`src/rtl/vending_fsm_n_if.sv`:
```
// -----------------------------------------------------------------------------
// vending_fsm_n_if
//
// Bundles the coin/purchase/dispense signals of the vending controller.
//
// Signals:
//   moneda       [1:0]        coin code from the acceptor decoder (0 = no coin)
//   comprar      [N_PROD-1:0] purchase request, lowest set bit wins
//   cancel                    refund request
//   sold_out     [N_PROD-1:0] product unavailable
//   total        [CREDIT_W-1:0] current credit (registered)
//   listo        [N_PROD-1:0] product purchasable now (combinational)
//   vend         [N_PROD-1:0] one-cycle one-hot dispense pulse (registered)
//   change_pulse              one credit unit returned this cycle
//   busy                      controller is paying out change
//   coin_reject               one-cycle coin rejection pulse (registered)
//
// Modports:
//   master : the environment (coin decoder, keypad, stock sensors)
//   slave  : the vending controller
// -----------------------------------------------------------------------------
interface vending_fsm_n_if #(
    parameter int N_PROD   = 4,
    parameter int CREDIT_W = 6
);
    logic [1:0]          moneda;
    logic [N_PROD-1:0]   comprar;
    logic                cancel;
    logic [N_PROD-1:0]   sold_out;
    logic [CREDIT_W-1:0] total;
    logic [N_PROD-1:0]   listo;
    logic [N_PROD-1:0]   vend;
    logic                change_pulse;
    logic                busy;
    logic                coin_reject;

    modport master (
        output moneda, comprar, cancel, sold_out,
        input  total, listo, vend, change_pulse, busy, coin_reject
    );

    modport slave (
        input  moneda, comprar, cancel, sold_out,
        output total, listo, vend, change_pulse, busy, coin_reject
    );
endinterface

```
`src/rtl/vending_fsm_n.sv`:
```
// -----------------------------------------------------------------------------
// vending_fsm_n
//
// Multi-product vending controller. Accumulates coin credit, sells one of
// N_PROD products at per-product prices and pays back the remainder as a
// stream of unit change pulses. Supports cancel/refund, sold-out masking and
// overflow-safe credit accumulation.
//
// Ports:
//   clk    : single clock, rising edge
//   reset  : synchronous, active-high
//   bus    : vending_fsm_n_if.slave
//              in : moneda, comprar, cancel, sold_out
//              out: total, listo, vend, change_pulse, busy, coin_reject
//
// Parameters:
//   N_PROD    : number of products
//   CREDIT_W  : credit width, maximum credit 2^CREDIT_W-1
//   PRICES    : packed prices, product i at [i*CREDIT_W +: CREDIT_W] (all >= 1)
//   COIN_VALS : packed coin values, code k (1..3) at slice k-1
// -----------------------------------------------------------------------------
module vending_fsm_n #(
    parameter int                         N_PROD    = 4,
    parameter int                         CREDIT_W  = 6,
    parameter logic [N_PROD*CREDIT_W-1:0] PRICES    = {6'd5, 6'd4, 6'd3, 6'd2},
    parameter logic [3*CREDIT_W-1:0]      COIN_VALS = {6'd4, 6'd3, 6'd2}
) (
    input  logic            clk,
    input  logic            reset,
    vending_fsm_n_if.slave  bus
);

    typedef enum logic [1:0] {
        IDLE   = 2'd0,
        CREDIT = 2'd1,
        CHANGE = 2'd2
    } state_t;

    state_t              state;
    logic [CREDIT_W-1:0] credit;
    logic [N_PROD-1:0]   vend_pulse;
    logic                reject_pulse;

    // ------------------------------------------------------------------
    // Arithmetic helpers
    // ------------------------------------------------------------------
    function automatic logic [CREDIT_W-1:0] price_of(input int unsigned idx);
        return PRICES[idx*CREDIT_W +: CREDIT_W];
    endfunction

    function automatic logic [CREDIT_W-1:0] coin_value(input logic [1:0] code);
        logic [CREDIT_W-1:0] val;
        val = '0;
        if (code != 2'd0)
            val = COIN_VALS[(int'(code) - 1)*CREDIT_W +: CREDIT_W];
        return val;
    endfunction

    // One extra bit so that overflow past 2^CREDIT_W-1 is visible in the MSB.
    function automatic logic [CREDIT_W:0] add_wide(input logic [CREDIT_W-1:0] a,
                                                   input logic [CREDIT_W-1:0] b);
        return {1'b0, a} + {1'b0, b};
    endfunction

    // ------------------------------------------------------------------
    // Combinational decode
    // ------------------------------------------------------------------
    logic [N_PROD-1:0]   listo_comb;
    logic [N_PROD-1:0]   sel_onehot;
    logic [CREDIT_W-1:0] sel_price;
    logic                sel_ok;
    logic                coin_present;
    logic [CREDIT_W:0]   coin_sum;
    logic                coin_ovf;
    logic [CREDIT_W-1:0] remainder;

    always_comb begin
        listo_comb = '0;
        for (int i = 0; i < N_PROD; i++) begin
            listo_comb[i] = (state == CREDIT) &&
                            (credit >= price_of(i)) &&
                            !bus.sold_out[i];
        end
    end

    // Isolate the lowest set request bit (x & -x). Only that bit is ever
    // considered; an ineligible lowest bit blocks higher ones.
    assign sel_onehot = bus.comprar & (~bus.comprar + N_PROD'(1));

    always_comb begin
        sel_price = '0;
        for (int i = 0; i < N_PROD; i++) begin
            if (sel_onehot[i])
                sel_price = price_of(i);
        end
    end

    assign sel_ok       = |(sel_onehot & listo_comb);
    assign remainder    = credit - sel_price;
    assign coin_present = (bus.moneda != 2'd0);
    assign coin_sum     = add_wide(credit, coin_value(bus.moneda));
    assign coin_ovf     = coin_sum[CREDIT_W];

    // ------------------------------------------------------------------
    // Controller state machine
    // ------------------------------------------------------------------
    always_ff @(posedge clk) begin
        if (reset) begin
            state        <= IDLE;
            credit       <= '0;
            vend_pulse   <= '0;
            reject_pulse <= 1'b0;
        end else begin
            vend_pulse   <= '0;
            reject_pulse <= 1'b0;

            case (state)
                CHANGE: begin
                    // One unit paid out per cycle; purchases and cancel are
                    // ignored and any inserted coin bounces.
                    if (credit != '0)
                        credit <= credit - CREDIT_W'(1);
                    if (credit <= CREDIT_W'(1))
                        state <= IDLE;
                    reject_pulse <= coin_present;
                end

                CREDIT: begin
                    if (bus.cancel) begin
                        state        <= CHANGE;
                        reject_pulse <= coin_present;
                    end else if (sel_ok) begin
                        vend_pulse   <= sel_onehot;
                        credit       <= remainder;
                        state        <= (remainder != '0) ? CHANGE : IDLE;
                        reject_pulse <= coin_present;
                    end else if (coin_present) begin
                        if (coin_ovf) begin
                            reject_pulse <= 1'b1;
                        end else begin
                            credit <= coin_sum[CREDIT_W-1:0];
                        end
                    end
                end

                IDLE: begin
                    // Cancel here has nothing to refund.
                    if (coin_present) begin
                        if (coin_ovf) begin
                            reject_pulse <= 1'b1;
                        end else begin
                            credit <= coin_sum[CREDIT_W-1:0];
                            if (coin_sum[CREDIT_W-1:0] != '0)
                                state <= CREDIT;
                        end
                    end
                end

                default: begin
                    state  <= IDLE;
                    credit <= '0;
                end
            endcase
        end
    end

    // ------------------------------------------------------------------
    // Outputs
    // ------------------------------------------------------------------
    assign bus.total        = credit;
    assign bus.listo        = listo_comb;
    assign bus.vend         = vend_pulse;
    assign bus.coin_reject  = reject_pulse;
    assign bus.change_pulse = (state == CHANGE);
    assign bus.busy         = (state == CHANGE);

endmodule

```
`src/flat_wrapper.sv`:
```
// flat-port wrapper written by rule: the top's interface ports become plain ports
module vending_fsm_n_flat 
#(
    parameter int                         N_PROD    = 4,
    parameter int                         CREDIT_W  = 6,
    parameter logic [N_PROD*CREDIT_W-1:0] PRICES    = {6'd5, 6'd4, 6'd3, 6'd2},
    parameter logic [3*CREDIT_W-1:0]      COIN_VALS = {6'd4, 6'd3, 6'd2}
)
  (clk, reset, bus_moneda, bus_comprar, bus_cancel, bus_sold_out, bus_total, bus_listo, bus_vend, bus_change_pulse, bus_busy, bus_coin_reject);
  vending_fsm_n_if #(.N_PROD(N_PROD), .CREDIT_W(CREDIT_W)) bus_i ();
  input  logic clk;
  input  logic reset;
  input wire logic [$bits(bus_i.moneda)-1:0] bus_moneda;
  input wire logic [$bits(bus_i.comprar)-1:0] bus_comprar;
  input wire logic [$bits(bus_i.cancel)-1:0] bus_cancel;
  input wire logic [$bits(bus_i.sold_out)-1:0] bus_sold_out;
  output wire logic [$bits(bus_i.total)-1:0] bus_total;
  output wire logic [$bits(bus_i.listo)-1:0] bus_listo;
  output wire logic [$bits(bus_i.vend)-1:0] bus_vend;
  output wire logic [$bits(bus_i.change_pulse)-1:0] bus_change_pulse;
  output wire logic [$bits(bus_i.busy)-1:0] bus_busy;
  output wire logic [$bits(bus_i.coin_reject)-1:0] bus_coin_reject;
  assign bus_i.moneda = bus_moneda;
  assign bus_i.comprar = bus_comprar;
  assign bus_i.cancel = bus_cancel;
  assign bus_i.sold_out = bus_sold_out;
  assign bus_total = bus_i.total;
  assign bus_listo = bus_i.listo;
  assign bus_vend = bus_i.vend;
  assign bus_change_pulse = bus_i.change_pulse;
  assign bus_busy = bus_i.busy;
  assign bus_coin_reject = bus_i.coin_reject;
  vending_fsm_n #(.N_PROD(N_PROD), .CREDIT_W(CREDIT_W), .PRICES(PRICES), .COIN_VALS(COIN_VALS)) u_core (.clk(clk), .reset(reset), .bus(bus_i));
endmodule
```
`config.mk`:
```
export PLATFORM = sky130hd
export DESIGN_NAME = vending_fsm_n_flat
export DESIGN_NICKNAME = d
export VERILOG_FILES = /design/src/rtl/vending_fsm_n_if.sv /design/src/rtl/vending_fsm_n.sv /design/src/flat_wrapper.sv
export SDC_FILE = /design/constraint.sdc
export NUM_CORES = 1
export LEC_CHECK = 0
export ABC_AREA = 1
export CAP_MARGIN = 20
export CELL_PAD_IN_SITES_DETAIL_PLACEMENT = 1
export CELL_PAD_IN_SITES_GLOBAL_PLACEMENT = 1
export CORE_MARGIN = 5
export CORE_UTILIZATION = 40
export CTS_BUF_LIST = sky130_fd_sc_hd__clkbuf_8
export CTS_CLUSTER_DIAMETER = 80
export DETAILED_ROUTE_END_ITERATION = 8
export GPL_TIMING_DRIVEN = 0
export PLACE_DENSITY_LB_ADDON = 0.1
export SYNTH_ARGS = -nofsm -noshare
export SYNTH_HDL_FRONTEND = slang
export SYNTH_SLANG_ARGS = --single-unit
```
`constraint.sdc`:
```
create_clock -name clk -period 7.1 [get_ports clk]
set_clock_uncertainty 0.15 [all_clocks]
set_input_delay 1.065 -clock clk [delete_from_list [all_inputs] [get_ports clk]]
set_output_delay 1.065 -clock clk [all_outputs]
set_load 0.05 [all_outputs]
```
==> impl_metrics.py <==
metrics = {
    "logic_synthesis": {
        "postSynthCellCount": 258,
        "ys.flop_type": "dfxtp_1",
        "yosys.area.top_type": "nand2_1",
        "netlist_area_mm2": 0.00159,
        "synthTopCellsByArea": "nand2_1, dfxtp_1, ha_1, nor2_1, inv_1",
        "yosysSeqAreaShare_pct": 16.4,
        "synth_edf_count": 0,
        "yosysTopAreaCellShare_pct": 16.8,
        "syn-num-nets": 291,
        "async_flop_share_pct": 0,
        "synthesis.yosys.warnings": 0,
        "yosys_register_bits": 13,
        "ys_types": 32,
        "avgSynthCellArea_um2": 6.15,
    },
    "critical_path": {
        "crit_path_frequent_cell": "nand2_1",
        "crit_path_cell_trace": "clkdlybuf4s50_1 > inv_1 > ha_1 > nor2_1 > nand2_1 > a21oi_1 > ha_1 > a21oi_1 > nand2_1 > nand2_1 > nand3_1 > inv_2 > buf_2 > nand2_1 > o21ai_0 > nand2_1 > nand2_1 > nand2_1 > a21oi_1",
        "crit_slowest_cell": "clkdlybuf4s50_1",
        "cp-end-kind": "register",
        "cp.required_ps": 7120,
        "cpPeakStageDelay_ps": 510,
        "cp_max_fo": 10,
        "crit_path_start_kind": "input pin",
        "path_buf_inv": 4,
        "path_delay_family": "buffers and inverters",
        "worstPathArrival_ps": 4000,
        "critPathKind": "in2reg",
    },
    "cells_and_area": {
        "diodes": 0,
        "stdcell_area_mm2": 0.00197,
        "final_common_cell": "nand2_1",
        "syn2layout_area_growth_pct": 24.4,
        "layout_common_cells": "nand2_1, nor2_1, inv_1",
        "fill_cells": 540,
        "multi_input_area_mm2": 0.00116,
        "drive_above_1_share_pct": 8.28,
        "regArea_um2": 260,
        "nets": 324,
    },
    "sta": {
        "setup_viol": 0,
        "max_freq_mhz": 252,
        "holdWs_ps": 467,
        "slew_viol_final": 0,
        "post-route-period-util_pct": 56.0,
        "rsz0062_at_grt": "false",
        "tns_ps": 0,
        "maxSlewHeadroom_pct": 65.4,
        "finalCriticalPeriod_ps": 3980,
        "hold_viol_final": 0,
        "fin_ws_ps": 3120,
        "tightest_slew_ps": 517,
    },
    "pwr": {
        "p_sw_w": 0.000512,
        "leakage_nw": 0.987,
        "power_density_mw_per_mm2": 443,
        "pwr-share-comb_pct": 75.8,
        "clkPwrFrac_pct": 7.4,
        "vdd_ir_drop_max_v": 0.000221,
        "p_int_w": 0.000362,
        "seq_power_share_pct": 16.8,
        "p_sw_share_pct": 58.6,
    },
    "drt": {
        "drc": 0,
        "vias": 1764,
        "wl_per_cell_um": 14.3,
        "routed_via_density": 5.22,
        "drt_iter0_drc": 61,
        "totalWireLength_um": 4830,
        "firstDrtPassIters": 4,
        "ant_nets": 0,
    },
    "placement": {
        "dpl_cell_area_mm2": 0.00193,
        "place.gp.congestion": 0.813,
        "place_ws_ps": 2870,
        "portBuffers": 28,
        "dp_hpwl_um": 3960,
    },
    "clock_tree": {
        "root_buffer": "clkbuf_8",
        "post_cts_resized": 0,
        "clk-insertion-delay-late_ps": 240,
        "post_cts_buffers": 0,
        "numCtsBuffers": 3,
        "clk_pin_slew_ps": 60,
        "cts_tree": "built",
        "cts_hold_buf": 0,
        "clock_sinks": 13,
        "clockBufferDepth": 2,
        "htreeDepth": 1,
    },
    "floorplan": {
        "design.die.area_mm2": 0.00533,
        "core_mm2": 0.00374,
        "rows": 22,
        "start_util_pct": 42.4,
        "die_h_um": 73.0,
        "chipWidth_um": 73.0,
        "pin_count": 30,
    },
    "status": {
        "status": "completed",
    },
    "global_routing": {
        "overflow": 0,
        "antenna_found_initial": 0,
        "grt_pass1_wl_um": 8090,
        "grt_start_max_net_pins": 11,
        "grt_pass1_vias": 1827,
        "track_usage_pct": 19.2,
    },
    "min_path": {
        "hp-class": "reg2reg",
    },
    "flow_run": {
        "timing.max_cap.violations": 0,
    },
}
[metal layers]
metal	vias up	part of all wire [%]	GRT usage, %
li1	889	-	-
met1	831	44	22.4
met2	38	50	36.5
met3	6	4.2	3.31
met4	0	1.1	2.66
met5	-	0	0
[worst reg2reg max path: stages (launching register included)]
cell     delay [ps]
dfxtp_1         420
ha_1            280
fa_1            410
nand3_1         120
nand2_1          80
nand2_1          90
nand3_1         130
inv_2            80
buf_2           180
nand2_1          60
o21ai_0          70
nand2_1          70
nand2_1         100
nand2_1          60
a21oi_1         120
[cells by family (layout without fill, tap and decap cells)]
group	count (synthesis)	after routing	share of synthesized area, %
compound gates	38	38	13.6
fa+ha+maj	20	20	16.7
simple gates	142	142	40.4
flops	13	13	16.4
buf+inv	41	73	10.6
xor+xnor	4	4	2.21
[final timing paths]
| kind | start | endpoint | slack, ps | cells past startpoint |
|---|---|---|---|---|
| setup / recovery | bus_moneda[0] | u_core.bus.total[4]$_SDFFE_PP0P_ | 3120 | 19 |
| hold / removal | u_core.state[1]$_SDFFE_PP0P_ | u_core.state[1]$_SDFFE_PP0P_ | 470 | 2 |
| setup reg to reg | u_core.bus.total[0]$_SDFFE_PP0P_ | u_core.bus.total[4]$_SDFFE_PP0P_ | 4600 | 14 |
| hold reg to reg | u_core.state[1]$_SDFFE_PP0P_ | u_core.state[1]$_SDFFE_PP0P_ | 470 | 2 |
[power by group through the flow]
stage	combinational, W	sequential (W)	clock [W]
after floorplan	0.000431	0.000192	0
after global placement	0.000650	0.000147	0
after detailed placement	0.000661	0.000148	0
after CTS	0.000667	0.000147	0.0000677
after global routing	0.000744	0.000152	0.0000727
final	0.000662	0.000147	0.0000648
[through the flow]
step / util (%) / power (W) / cells
global placement: 51.5 / 0.000797 / 334
global route: 52.7 / 0.000968 / 338
detailed placement: 51.5 / 0.000809 / 334
CTS: 52.7 / 0.000882 / 338
floorplan: - / 0.000623 / 258
finish: 52.7 / 0.000874 / 338
[registers in the layout, summed over array words and instances (netlist names)]
register                count
u_core.state                2
u_core.bus.vend             4
u_core.bus.total            6
u_core.bus.coin_reject      1
[Yosys cell counts, types with 4 or more instances]
cell type / count
a21oi_1: 22
ha_1: 18
inv_1: 31
nand3_1: 13
dfxtp_1: 13
nand3b_1: 5
nand4_1: 4
nand2_1: 71
nor2_1: 35
o21ai_0: 9
[final cells by class]
| type | instances | area share [%] |
|---|---|---|
| multi-input combinational | 204 | 58.7 |
| timing repair buffer | 28 | 14.2 |
| sequential | 13 | 13.2 |
| inverter | 35 | 6.66 |
| tap | 48 | 3.04 |
| clock buffer | 3 | 2.09 |
| buffer | 6 | 1.90 |
| clock inverter | 1 | 0.254 |
Power figures use the tool's default switching activity.
